<file path="config.mk">
export PLATFORM = sky130hd
export DESIGN_NAME = mips_dump_sequencer
export DESIGN_NICKNAME = d
export VERILOG_FILES = /design/src/rtl/mips_dump_sequencer.sv
export SDC_FILE = /design/constraint.sdc
export NUM_CORES = 1
export LEC_CHECK = 0
export ABC_AREA = 1
export BUFFER_PORTS_ARGS = -buffer_cell sky130_fd_sc_hd__buf_4
export CAP_MARGIN = 20
export CORE_MARGIN = 2
export CORE_UTILIZATION = 50
export CTS_BUF_LIST = sky130_fd_sc_hd__clkbuf_16
export DETAILED_ROUTE_END_ITERATION = 8
export GPL_TIMING_DRIVEN = 0
export PLACE_DENSITY = 0.95
export SETUP_SLACK_MARGIN = 0.1
export SYNTH_ARGS = -nofsm -noshare
export SYNTH_HDL_FRONTEND = slang
export SYNTH_SLANG_ARGS = --single-unit
</file>
<file path="constraint.sdc">
create_clock -name clk -period 2.4 [get_ports clk]
set_clock_uncertainty 0.05 [all_clocks]
set_input_delay 0.12 -clock clk [delete_from_list [all_inputs] [get_ports clk]]
set_output_delay 0.12 -clock clk [all_outputs]
set_load 0.02 [all_outputs]
</file>
<file path="src/rtl/mips_dump_sequencer.sv">
// mips_dump_sequencer
//
// Streams a snapshot of MIPS state out through a byte-wide UART transmitter.
// The snapshot order is PC, cycle count, registers 0..CELDAS_REGISTROS-1 and,
// when DUMP_MEM_EN is defined, data-memory words 0..CELDAS_MEM_DATOS-1.
// Each word is sent least-significant byte first.
//
// Build option: define DUMP_MEM_EN to include data memory in the dump. When it
// is undefined, the dump ends after the last register, o_mips_mem is held at 0
// and i_mips_mem is ignored.
//
// Ports:
//   clk              single clock, rising edge
//   reset            synchronous, active-low reset
//   i_start          one-cycle dump request, honoured only while idle
//   i_mips_pc        current PC
//   i_mips_clk_count MIPS cycle count
//   i_mips_reg       register value addressed by o_mips_reg
//   i_mips_mem       memory word addressed by o_mips_mem
//   i_uart_tx_done   one-cycle pulse when the transmitter finishes a byte
//   o_mips_reg       register select
//   o_mips_mem       memory word select
//   o_uart_tx_data   byte to transmit
//   o_uart_tx_ready  one-cycle transmit-start pulse
//   o_busy           high while a dump is in progress
//   o_done           one-cycle pulse when a dump completes
module mips_dump_sequencer #(
  parameter int NBITS            = 32,
  parameter int DATA_BITS        = 8,
  parameter int CELDAS_REGISTROS = 32,
  parameter int CELDAS_MEM_DATOS = 16
) (
  input  logic                                clk,
  input  logic                                reset,
  input  logic                                i_start,
  input  logic [NBITS-1:0]                    i_mips_pc,
  input  logic [NBITS-1:0]                    i_mips_clk_count,
  input  logic [NBITS-1:0]                    i_mips_reg,
  input  logic [NBITS-1:0]                    i_mips_mem,
  input  logic                                i_uart_tx_done,
  output logic [$clog2(CELDAS_REGISTROS)-1:0] o_mips_reg,
  output logic [NBITS-1:0]                    o_mips_mem,
  output logic [DATA_BITS-1:0]                o_uart_tx_data,
  output logic                                o_uart_tx_ready,
  output logic                                o_busy,
  output logic                                o_done
);

  localparam int REG_W  = $clog2(CELDAS_REGISTROS);
  localparam int BYTES  = NBITS / DATA_BITS;
  localparam int BYTE_W = (BYTES > 1) ? $clog2(BYTES) : 1;
`ifdef DUMP_MEM_EN
  localparam int MEM_WORDS = CELDAS_MEM_DATOS;
`else
  localparam int MEM_WORDS = 0;
`endif
  localparam int TOTAL_WORDS = 2 + CELDAS_REGISTROS + MEM_WORDS;
  // One extra code so the index can hold TOTAL_WORDS after the final NEXT.
  localparam int IDX_W = $clog2(TOTAL_WORDS + 1);

  localparam logic [IDX_W-1:0]  REG_BASE  = IDX_W'(2);
  localparam logic [IDX_W-1:0]  MEM_BASE  = IDX_W'(2 + CELDAS_REGISTROS);
  localparam logic [IDX_W-1:0]  LAST_WORD = IDX_W'(TOTAL_WORDS - 1);
  localparam logic [BYTE_W-1:0] LAST_BYTE = BYTE_W'(BYTES - 1);

  localparam logic [2:0] IDLE   = 3'd0;
  localparam logic [2:0] SELECT = 3'd1;
  localparam logic [2:0] LOAD   = 3'd2;
  localparam logic [2:0] SEND   = 3'd3;
  localparam logic [2:0] WAIT   = 3'd4;
  localparam logic [2:0] NEXT   = 3'd5;
  localparam logic [2:0] DONE   = 3'd6;

  logic [2:0]        state_q;
  logic [IDX_W-1:0]  word_idx_q;
  logic [BYTE_W-1:0] byte_idx_q;
  logic [NBITS-1:0]  shift_q;
  logic [REG_W-1:0]  reg_sel_q;

  logic              enter_select;
  logic [IDX_W-1:0]  sel_idx;
  logic [NBITS-1:0]  load_word;

  // Selects are registered on the way into SELECT so they are valid during
  // SELECT and stay put through LOAD, which suits both combinational and
  // registered read ports on the MIPS side.
  assign enter_select = ((state_q == IDLE) && i_start) ||
                        ((state_q == NEXT) && (word_idx_q != LAST_WORD));
  assign sel_idx      = (state_q == IDLE) ? '0 : word_idx_q + IDX_W'(1);

  always_comb begin
    load_word = i_mips_reg;
    if (word_idx_q == '0) begin
      load_word = i_mips_pc;
    end else if (word_idx_q == IDX_W'(1)) begin
      load_word = i_mips_clk_count;
`ifdef DUMP_MEM_EN
    end else if (word_idx_q >= MEM_BASE) begin
      load_word = i_mips_mem;
`endif
    end
  end

  always_ff @(posedge clk) begin
    if (!reset) begin
      state_q    <= IDLE;
      word_idx_q <= '0;
      byte_idx_q <= '0;
      shift_q    <= '0;
      reg_sel_q  <= '0;
    end else begin
      if (enter_select && (sel_idx >= REG_BASE) && (sel_idx < MEM_BASE)) begin
        reg_sel_q <= REG_W'(sel_idx - REG_BASE);
      end
      case (state_q)
        IDLE: begin
          if (i_start) begin
            state_q    <= SELECT;
            word_idx_q <= '0;
          end
        end
        SELECT: state_q <= LOAD;
        LOAD: begin
          shift_q    <= load_word;
          byte_idx_q <= '0;
          state_q    <= SEND;
        end
        SEND: state_q <= WAIT;
        WAIT: begin
          // tx_done is only listened to here; pulses elsewhere are dropped.
          if (i_uart_tx_done) begin
            if (byte_idx_q != LAST_BYTE) begin
              shift_q    <= shift_q >> DATA_BITS;
              byte_idx_q <= byte_idx_q + BYTE_W'(1);
              state_q    <= SEND;
            end else begin
              state_q <= NEXT;
            end
          end
        end
        NEXT: begin
          word_idx_q <= word_idx_q + IDX_W'(1);
          state_q    <= (word_idx_q == LAST_WORD) ? DONE : SELECT;
        end
        DONE:    state_q <= IDLE;
        default: state_q <= IDLE;
      endcase
    end
  end

`ifdef DUMP_MEM_EN
  logic [NBITS-1:0] mem_sel_q;

  always_ff @(posedge clk) begin
    if (!reset) begin
      mem_sel_q <= '0;
    end else if (enter_select && (sel_idx >= MEM_BASE)) begin
      mem_sel_q <= NBITS'(sel_idx - MEM_BASE);
    end
  end

  assign o_mips_mem = mem_sel_q;
`else
  logic unused_mem;

  assign o_mips_mem = '0;
  assign unused_mem = (^i_mips_mem) ^ (CELDAS_MEM_DATOS > 0);
`endif

  assign o_mips_reg      = reg_sel_q;
  assign o_uart_tx_data  = shift_q[DATA_BITS-1:0];
  assign o_uart_tx_ready = (state_q == SEND);
  assign o_busy          = (state_q != IDLE);
  assign o_done          = (state_q == DONE);

endmodule

</file>
==> impl_metrics.env <==
export IMPL_outcome="complete, no violations"
export IMPL_cts_sinks=48
export IMPL_die_y_um=86.9
export IMPL_path_buf_inv=0
export IMPL_coreArea_um2=6720
export IMPL_cp_arrival_ps=2150
export IMPL_layout_min_cycle_time_ps=2010
export IMPL_syn_area_um2=3430
export IMPL_cts_hold_buf=0
export IMPL_diodes=0
export IMPL_synth_area_per_cell_um2=6.50
export IMPL_grt_use_total_pct=26.1
export IMPL_fin_crit_sh_pct=83.6
export IMPL_die_area_um2=7540
export IMPL_overflow=0
export IMPL_finalSetupViolCount=0
export IMPL_via_count=4001
export IMPL_dp_cells=754
export IMPL_hold_path_class="input pin to register"
export IMPL_grt_antenna_before_repair=0
export IMPL_ctsResizeCount=0
export IMPL_cts_htree_levels=2
export IMPL_yosysUniqueCellTypes=32
export IMPL_rsz0062_at_grt="no"
export IMPL_whs_ps=77.9
export IMPL_critPathLaunchType="register"
export IMPL_clock_path_buffers=2
export IMPL_yosysWarnings=0
export IMPL_cts_tree="built"
export IMPL_syn_inst=528
export IMPL_post_route_cells_drive_above_1_share_pct=29.6
export IMPL_fill_cells=587
export IMPL_crit_start="word_idx_q[0]"
export IMPL_grt_pass1_wl_um=15900
export IMPL_routed_via_density=5.25
export IMPL_dieWidth_um=86.9
export IMPL_cp_end_kind="register"
export IMPL_layout_commonest_cell="buf_4"
export IMPL_mostFrequentLayoutCells="buf_4, nand2_1, a21oi_1"
export IMPL_slowest_delay_ps=490
export IMPL_crit_chain="ha_1 > xor2_1 > nand2_1 > ha_1 > xor2_1 > nand4_1 > nand2_1 > nor2_1"
export IMPL_critPathKind="register to register"
export IMPL_postCtsSetupRepairBufs=0
export IMPL_wl_um=10100
export IMPL_r2r_end="o_mips_reg[3]"
export IMPL_dr_pass1_iters=5
export IMPL_fmax_mhz=499
export IMPL_dp_hpwl_um=7870
export IMPL_r2r_setup_slack_ps=390
export IMPL_first_global_vias=3740
export IMPL_nets=818
export IMPL_slew_violations=0
export IMPL_synth_seq_cells=48
export IMPL_drt_iter0_markers=277
export IMPL_cts_inserted_buffers=5
export IMPL_fin_cells=762
export IMPL_crit_family="adder cells"
export IMPL_drv_cap=0
export IMPL_wl_per_cell_um=13.3
export IMPL_ioPinCount=180
export IMPL_p_leak_nw=2.45
export IMPL_hold_violations=0
export IMPL_cp_max_fo=8
export IMPL_path_clk_slew_ps=70
export IMPL_grt_start_max_net_pins=16
export IMPL_vdd_drop_max_uv=295
export IMPL_rows=30
export IMPL_antenna_left=0
export IMPL_largest_reg_flops=32
export IMPL_cp_endpoint="o_mips_reg[3]"
export IMPL_clock_latency_ps=290
export IMPL_cp_required_ps=2540
export IMPL_r2r_start="word_idx_q[0]"
export IMPL_start_util_pct=51.1
export IMPL_port_buffers=115
export IMPL_gp_congestion=0.878
export IMPL_cts_root_buf="clkbuf_16"
export IMPL_seq_area_frac_synth_pct=28.0
export IMPL_r2r_cells=8
export IMPL_areaGrowthSynthToFinish_pct=35.7
export IMPL_critical_path_slowest_cell="dfxtp_1"
export IMPL_drc=0
export IMPL_path_depth=8
export IMPL_fin_tns_setup_ps=0
export IMPL_powerDensity_nw_per_um2=456
==> power breakdown <==
group / total, mW / internal [mW] / switching [mW]
Sequential: 0.885 / 0.849 / 0.0361
Clock: 0.699 / 0.383 / 0.316
Combinational: 0.540 / 0.267 / 0.273
==> worst min path at each step <==
stage / from / to / slack, ps / cells past startpoint
2_1_floorplan: reset / shift_q[0] / 210 / 2
3_3_place_gp: reset / shift_q[0] / 370 / 3
3_5_place_dp: reset / shift_q[0] / 380 / 3
4_1_cts: reset / shift_q[0] / 80 / 3
5_1_grt: reset / shift_q[0] / 80 / 3
6_report: reset / shift_q[0] / 80 / 3
==> metal layers <==
metal  vias to the layer above  wire length, um  track usage, %
met5                         -                0               0
li1                       1975                -               -
met4                         0              288            11.4
met1                      1796             3850            29.6
met3                        34              811            3.70
met2                       196             5150            48.1
==> cell type report <==
class | count | area (um2) | share of cell area (%)
inverters | 57 | 216 | 4.65
flip-flops and latches | 48 | 961 | 20.6
well taps | 80 | 100 | 2.15
clock buffers | 5 | 125 | 2.69
plain buffers | 69 | 479 | 10.3
clock inverters | 3 | 18.8 | 0.403
repair buffers | 115 | 863 | 18.5
multi-input cells | 385 | 1890 | 40.6
==> cell usage after synthesis (all sizes together) <==
| library cell | count | area, um2 |
|---|---|---|
| o211ai | 1 | 7.51 |
| nand3 | 46 | 253 |
| nand2 | 110 | 435 |
| nor3 | 2 | 21.3 |
| inv | 57 | 216 |
| dfxtp | 48 | 961 |
| a21oi | 99 | 495 |
| o21ai | 62 | 314 |
| nor2 | 17 | 100 |
| ha | 5 | 62.6 |
| o211a | 1 | 10.0 |
| clkbuf | 13 | 52.6 |
| buf | 56 | 427 |
| conb | 1 | 3.75 |
| nand4 | 6 | 37.5 |
| or2 | 2 | 17.5 |
| xor2 | 2 | 17.5 |
==> logic make-up after synthesis <==
logic type                 synth area share, %
buffers and inverters                     20.3
DFF                                       28.0
adders and majority gates                 1.82
AOI/OAI and AO/OA                         24.1
xor gates and xnor gates                 0.510
other                                    0.109
and+or+nand+nor                           25.2
==> worst register-to-register path: stages, from the launching register on <==
cell	delay, ps
dfxtp_1	490
ha_1	270
xor2_1	230
nand2_1	140
ha_1	240
xor2_1	210
nand4_1	150
nand2_1	80
nor2_1	40
==> metrics by stage <==
stage          setup slack [ps]  power (mW)  instance area [um2]  util, %
2_1_floorplan               788        1.22                 3550        -
3_3_place_gp                521        1.42                 4510     67.2
3_5_place_dp                494        1.43                 4510     67.2
4_1_cts                     475        2.11                 4660     69.3
5_1_grt                     339        2.21                 4660     69.3
6_report                    394        2.12                 4660     69.3
No activity file was read; power rests on OpenSTA's default activity.
